[config.mk]
export PLATFORM = sky130hd
export DESIGN_NAME = regfile_scoreboard
export DESIGN_NICKNAME = d
export VERILOG_FILES = /design/src/rtl/regfile_scoreboard.sv
export SDC_FILE = /design/constraint.sdc
export NUM_CORES = 2
export LEC_CHECK = 0
export ABC_CLOCK_PERIOD_IN_PS = 6170
export BUFFER_PORTS_ARGS = -buffer_cell sky130_fd_sc_hd__buf_2
export CELL_PAD_IN_SITES_DETAIL_PLACEMENT = 0
export CELL_PAD_IN_SITES_GLOBAL_PLACEMENT = 1
export CORE_MARGIN = 5
export CORE_UTILIZATION = 58
export DETAILED_ROUTE_END_ITERATION = 8
export PLACE_DENSITY = 0.83
export SLEW_MARGIN = 20
export SYNTH_ARGS = -nofsm -noshare
export SYNTH_HDL_FRONTEND = slang
export SYNTH_SLANG_ARGS = --single-unit
[constraint.sdc]
create_clock -name clk -period 6.17 [get_ports clk]
set_input_delay 0.617 -clock clk [delete_from_list [all_inputs] [get_ports clk]]
set_output_delay 0.617 -clock clk [all_outputs]
set_load 0.02 [all_outputs]
[src/rtl/regfile_scoreboard.sv]
// Multi-port register file with a busy-bit scoreboard for in-order issue.
// Reads are combinational; writes, reserves and flushes take effect at the rising edge.
module regfile_scoreboard #(
    parameter  int XLEN     = 32,
    parameter  int NREGS    = 32,
    parameter  int NRD      = 2,
    parameter  int ZERO_REG = 1,
    parameter  int BYPASS   = 1,
    localparam int AW       = $clog2(NREGS)
) (
    input  logic                 clk,
    input  logic                 reset,
    input  logic [NRD*AW-1:0]    rd_addr,
    output logic [NRD*XLEN-1:0]  rd_data,
    output logic [NRD-1:0]       rd_busy,
    input  logic                 wr_en,
    input  logic [AW-1:0]        wr_addr,
    input  logic [XLEN-1:0]      wr_data,
    input  logic                 rsv_en,
    input  logic [AW-1:0]        rsv_addr,
    input  logic                 flush,
    output logic [NREGS-1:0]     busy_vec
);

    localparam logic [AW:0] NR = NREGS[AW:0];

    logic [XLEN-1:0]  r_regs [NREGS];
    logic [NREGS-1:0] r_busy;
    logic [NREGS-1:0] w_busy_nxt;
    logic             w_wr_ok;
    logic             w_rsv_ok;

    // Address names a real, writable register (excludes hardwired x0 and holes past NREGS).
    function automatic logic addr_ok(input logic [AW-1:0] a);
        return ({1'b0, a} < NR) && !((ZERO_REG != 0) && (a == '0));
    endfunction

    // Gating with reset keeps a write presented in the reset cycle from bypassing to reads.
    assign w_wr_ok  = wr_en  && !reset && addr_ok(wr_addr);
    assign w_rsv_ok = rsv_en && !reset && addr_ok(rsv_addr);

    always_ff @(posedge clk) begin
        if (reset) begin
            for (int i = 0; i < NREGS; i++) r_regs[i] <= '0;
        end else if (w_wr_ok) begin
            r_regs[wr_addr] <= wr_data;
        end
    end

    // Priority: flush, then write-clear, then reserve-set (reserve wins on collision).
    always_comb begin
        w_busy_nxt = flush ? '0 : r_busy;
        if (w_wr_ok)  w_busy_nxt[wr_addr]  = 1'b0;
        if (w_rsv_ok) w_busy_nxt[rsv_addr] = 1'b1;
    end

    always_ff @(posedge clk) begin
        if (reset) r_busy <= '0;
        else       r_busy <= w_busy_nxt;
    end

    assign busy_vec = r_busy;

    for (genvar k = 0; k < NRD; k++) begin : g_rd
        logic [AW-1:0] w_a;
        logic          w_ok;
        logic          w_hit;

        assign w_a   = rd_addr[k*AW +: AW];
        assign w_ok  = addr_ok(w_a);
        assign w_hit = (BYPASS != 0) && w_wr_ok && (wr_addr == w_a);

        assign rd_data[k*XLEN +: XLEN] = !w_ok ? '0 : (w_hit ? wr_data : r_regs[w_a]);
        assign rd_busy[k]              = w_ok && !w_hit && r_busy[w_a];
    end

endmodule

Word level (Yosys, flattened, before mapping)
Memories as Yosys holds them, arrays and structs flattened.
Cells that the tools add are included.
{"block": "word_totals", "register_bits": 32, "mem_bits_rw": 1024, "out_inout_bits": 98, "n_memories": 1}
{"block": "classes", "n_lt_le_gt_ge": 6, "n_eq_ne": 2, "muxes": 23, "n_bitwise": 3, "reduce_logical": 24}
{"name": "r_regs", "depth": 32, "word_bits": 32, "read_ports": 2, "rd_clocked_by_memory_dff": 0, "wr": 32, "line_no": "27", "rtl": "logic [XLEN-1:0] r_regs [NREGS];"}
{"op": "two-way mux 32 bit", "n": 8}
{"op": "bitwise AND 32 bit", "n": 1}
{"op": "NOT 32 bit", "n": 1}
{"op": "OR 32 bit", "n": 1}
{"op": "OR reduction 32 bit", "n": 1}
{"op": "less-than comparator 5 x 6 -> 1 bit, second input constant", "n": 4}
{"op": "logical NOT 5 bit", "n": 4}
{"op": "logical AND 1 bit", "n": 12}
{"op": "binary-select mux 1 bit (select 5 bit)", "n": 2}
{"op": "demux 1 bit (select 5 bit)", "n": 2}
{"op": "equality test 5 bit", "n": 2}
{"op": ">= comparator 5 x 1 -> 1 bit, second input constant", "n": 2}
{"op": "two-way mux 1 bit", "n": 10}
{"op": "logical NOT 1 bit", "n": 7}
{"op": "two-way mux 5 bit", "n": 1}

Logic depth before layout (Yosys ltp)
{"block": "depth", "ltp_word": 9, "depth_mapped": 10}

Worst setup path before layout
No wires, ideal clock.
{"block": "synth_path", "path_type": "input -> output", "startpoint": "in rd_addr[2]", "endpoint": "out rd_data[30]", "arrival_time_ns": 2.665, "path_slack_ns": 2.888, "stages": 8, "n_path_buf": 4, "path_cell_list": "buf_2 -> buf_2 -> buf_1 -> buf_2 -> nand2_1 -> nand3_1 -> o21ai_0 -> o311ai_0"}
{"block": "synth_via", "elab_chain_len": 4, "word_cells_on_any_way": 6, "cone_classes": "eq/ne (1); mux (2); reduce/logical (2); memory (1)"}
{"element": "start: declaration", "line_no": "13", "rtl": "input logic [NRD*AW-1:0] rd_addr,"}
{"element": "parallel branches: the longest is 3 deep, another holds memory read (32 x 32 bit)"}
{"element": "two-way mux 32 bit *", "line_no": "73", "rtl": "assign rd_data[k*XLEN +: XLEN] = !w_ok ? '0 : (w_hit ? wr_data : r_regs[w_a]);"}
{"element": "end: declaration", "line_no": "14", "rtl": "output logic [NRD*XLEN-1:0] rd_data,"}
Mark *: on every way between the ends.

Worst setup path after layout
{"block": "layout_path", "startpoint": "in reset", "endpoint": "out rd_data[52]"}
{"block": "layout_via", "elab_chain_len": 6}
{"element": "start: declaration", "line_no": "12", "rtl": "input logic reset,"}
{"element": "logical NOT 1 bit", "line_no": "39", "rtl": "assign w_wr_ok = wr_en && !reset && addr_ok(wr_addr);"}
{"element": "logical AND 1 bit (2 in series)", "line_no": "39"}
{"element": "logical AND 1 bit", "line_no": "71", "rtl": "assign w_hit = (BYPASS != 0) && w_wr_ok && (wr_addr == w_a);"}
{"element": "two-way mux 32 bit (2 in series)", "line_no": "73"}
Every way passes these cells.

==> impl_results.md <==
* Ys async rst share at 0%
* Number of enable flip-flop cells after synthesis at 1024
* Initial antenna violation count at 29
* DRC violations left at 0
* Commonest cells after routing, fill and taps aside: edfxtp_1 (1024), and2_1 (1011), mux4_2 (398), mux2i_1 (267), nand2_1 (147)
* Pins Over Slew Limit at 0
* CTS Buf Count at 111
* Clock Pin Slew Worst Setup and Hold Paths at 0.06 ns
* Area growth, synth to finish at 10.0%
* I/O pin cnt at 155
* RePlAce Congestion at 0.917
* Synthesized flop and latch total at 1056
* IO Port Bufs at 154
* Commonest non-fill, non-tap cell in the layout: edfxtp_1
* CTS tree: done
* Largest fanout on the critical path at 34
* Yosys warns at 0
* Fill count at 7131
* H-Tree Depth at 3
* Slowest stage cell on the critical path: o21ai_2
* Met1 usage at 53.1%
* Skew final at 0 ns
* Area post-placement at 59400 um2
* Global Route Usage Sum at 39.0%
* Final WL at 209000 um
* Global-route met2 utilization at 58.1%
* Layout cells sized above 1 at 23.6%
* Top FF cell, synth: edfxtp_1
* Hold WC Path Type: in -> reg
* First-pass GRT wire length at 292000 um
* Setup TNS at 0 ns
* Final period util at 73.8%
* Setup crit end kind: output port
* Vias in the first global route at 38.3k
* Critical path required time at 5.55 ns
* RSZ-0062 raised after global routing: no
* Synthesized area per cell at 14.0 um2
* Critical path arrival at 3.94 ns
* Slew HR at 17.8%
* Largest net degree at the start of global routing at 96
* Setup violators final at 0
* Post-route cell area at 63200 um2
* Worst-path cell chain: buf_4 -> nor2b_1 -> nand4_1 -> o21ai_2 -> buf_4 -> nor3_1 -> a211o_1 -> buf_2
* Overall via count from detail_route at 39.8k
* Synthesized netlist cell count at 4101
* Setup Fix Bufs, Post-CTS at 0
* Final #Nets at 4154
* Worst setup SP type: primary input
* Period minus WS final at 4.55 ns
* CTS max path bufs at 3
* FF-to-FF setup slack at 5.44 ns
* Die Y at 325 um
* Status: finished clean
* Detailed placer's ending HPWL at 123000 um
* Max cap viols at 0
* Total congestion overflow at 0
* Hold buffers post-CTS at 0
* Drt wl/cell at 38.1 um
* Grt met3 use at 12.8%
* Die X-Extent at 325 um
* Max Fclk at 220 MHz
* Number of gates resized after cts at 0
* LEAKAGE at 22.5 nW
* Largest stage delay, worst path at 0.98 ns
* Clock net sink count at 1056
* Yosys cell types at 57
* Max VDD drop at 0.230 mV
* Initial drt markers at 7498
* Initial Utilization at 58.4%
* Delay-heaviest family, CP: compound AO/OA/AOI/OAI gates
* Via density at 7.24
* Worst-Margin Slew at 1.23 ns
* Pre-antenna DRT Iters at 7
* Seq/Total Area, Yosys at 54.6%
* Final Hold Fails at 0
* Buf/Inv on CP at 3
* CP dominant cell by count: buf_4
* Core Region at 98400 um2
* Post-DRT Antenna Nets at 0
* Clock root buffer: clkbuf_16
* FP Rows at 115
* PD cells at 280 nW/um2
* Synth Cell Area at 57500 um2
* Clk Latency, worst-skew pair at 0.70 ns
* GR peak layer: met2
* Critical path type: in -> out
* Die area at 105000 um2
==> routing by layer <==
| layer | wire length, um | vias up |
|---|---|---|
| met5 | 57 | - |
| met4 | 11900 | 8 |
| met3 | 33000 | 710 |
| met2 | 92000 | 3647 |
| met1 | 72500 | 19800 |
| li1 | - | 15700 |
==> cells by family after synthesis <==
kind of cell    count (synthesis)  synth area share [%]
compound gates                482                  6.06
xor+xnor                       10                 0.152
buf+inv                       430                  3.41
flops                        1056                  54.6
mux                           724                  21.5
other cells                     1               0.00653
simple gates                 1398                  14.3
==> state kept, by name, summed over array words and instances (netlist names) <==
name and flops:
r_regs 1024, busy_vec 32
==> cell usage after synthesis, types with 46 or more instances <==
library cell,count,area (um2)
a211o_1,46,403
clkbuf_1,287,1080
nor2_1,73,274
o21ai_0,98,490
mux2i_1,267,2670
a221oi_1,72,631
mux4_2,398,8960
and2_1,1012,6330
mux2_2,57,642
buf_2,73,365
a211oi_1,70,526
a22oi_1,72,541
nand2_1,147,552
edfxtp_1,1024,30700
==> final timing paths <==
kind                           start                      end  depth (start not counted)
max                            reset              rd_data[52]                          8
min                            flush  busy_vec[10]$_SDFF_PP0_                          4
max reg2reg   busy_vec[7]$_SDFF_PP0_   busy_vec[7]$_SDFF_PP0_                          2
min reg2reg  busy_vec[16]$_SDFF_PP0_  busy_vec[16]$_SDFF_PP0_                          2
==> per-stage QoR <==
step                utilization, %  total power, mW  worst slack [ns]  cells  hold slack, ns
floorplan                        -             9.92              2.89   4132           0.548
global route                  64.2             18.1              1.59   5482           0.237
global placement              60.4             10.8              1.74   5271           0.481
detailed placement            60.4             10.8              1.82   5271           0.490
finish                        64.2             17.7              1.62   5498           0.190
CTS                           64.2             17.6              1.82   5481           0.179
==> where the power goes <==
part           switching [mW]  internal [mW]
Sequential              0.201           8.25
Clock                    2.92           4.06
Combinational            1.44          0.847
==> worst reg2reg max path: stages, from the launching register on <==
cell and delay (ns):
dfxtp_1 0.46, nand2_1 0.07, o21ai_0 0.13
==> layout make-up <==
type	instances	area, um2	share of cell area (%)
Timing Repair Buffer	275	1840	2.91
Clock buffer	133	2980	4.72
Multi-Input combinational cell	2646	24600	38.9
Sequential cell	1056	31400	49.6
Inverter	7	27.5	0.0435
Antenna cell	17	42.5	0.0673
Tap cell	1287	1610	2.55
Clock inverter	77	772	1.22
Note: power is estimated with default switching activity, not from simulation.
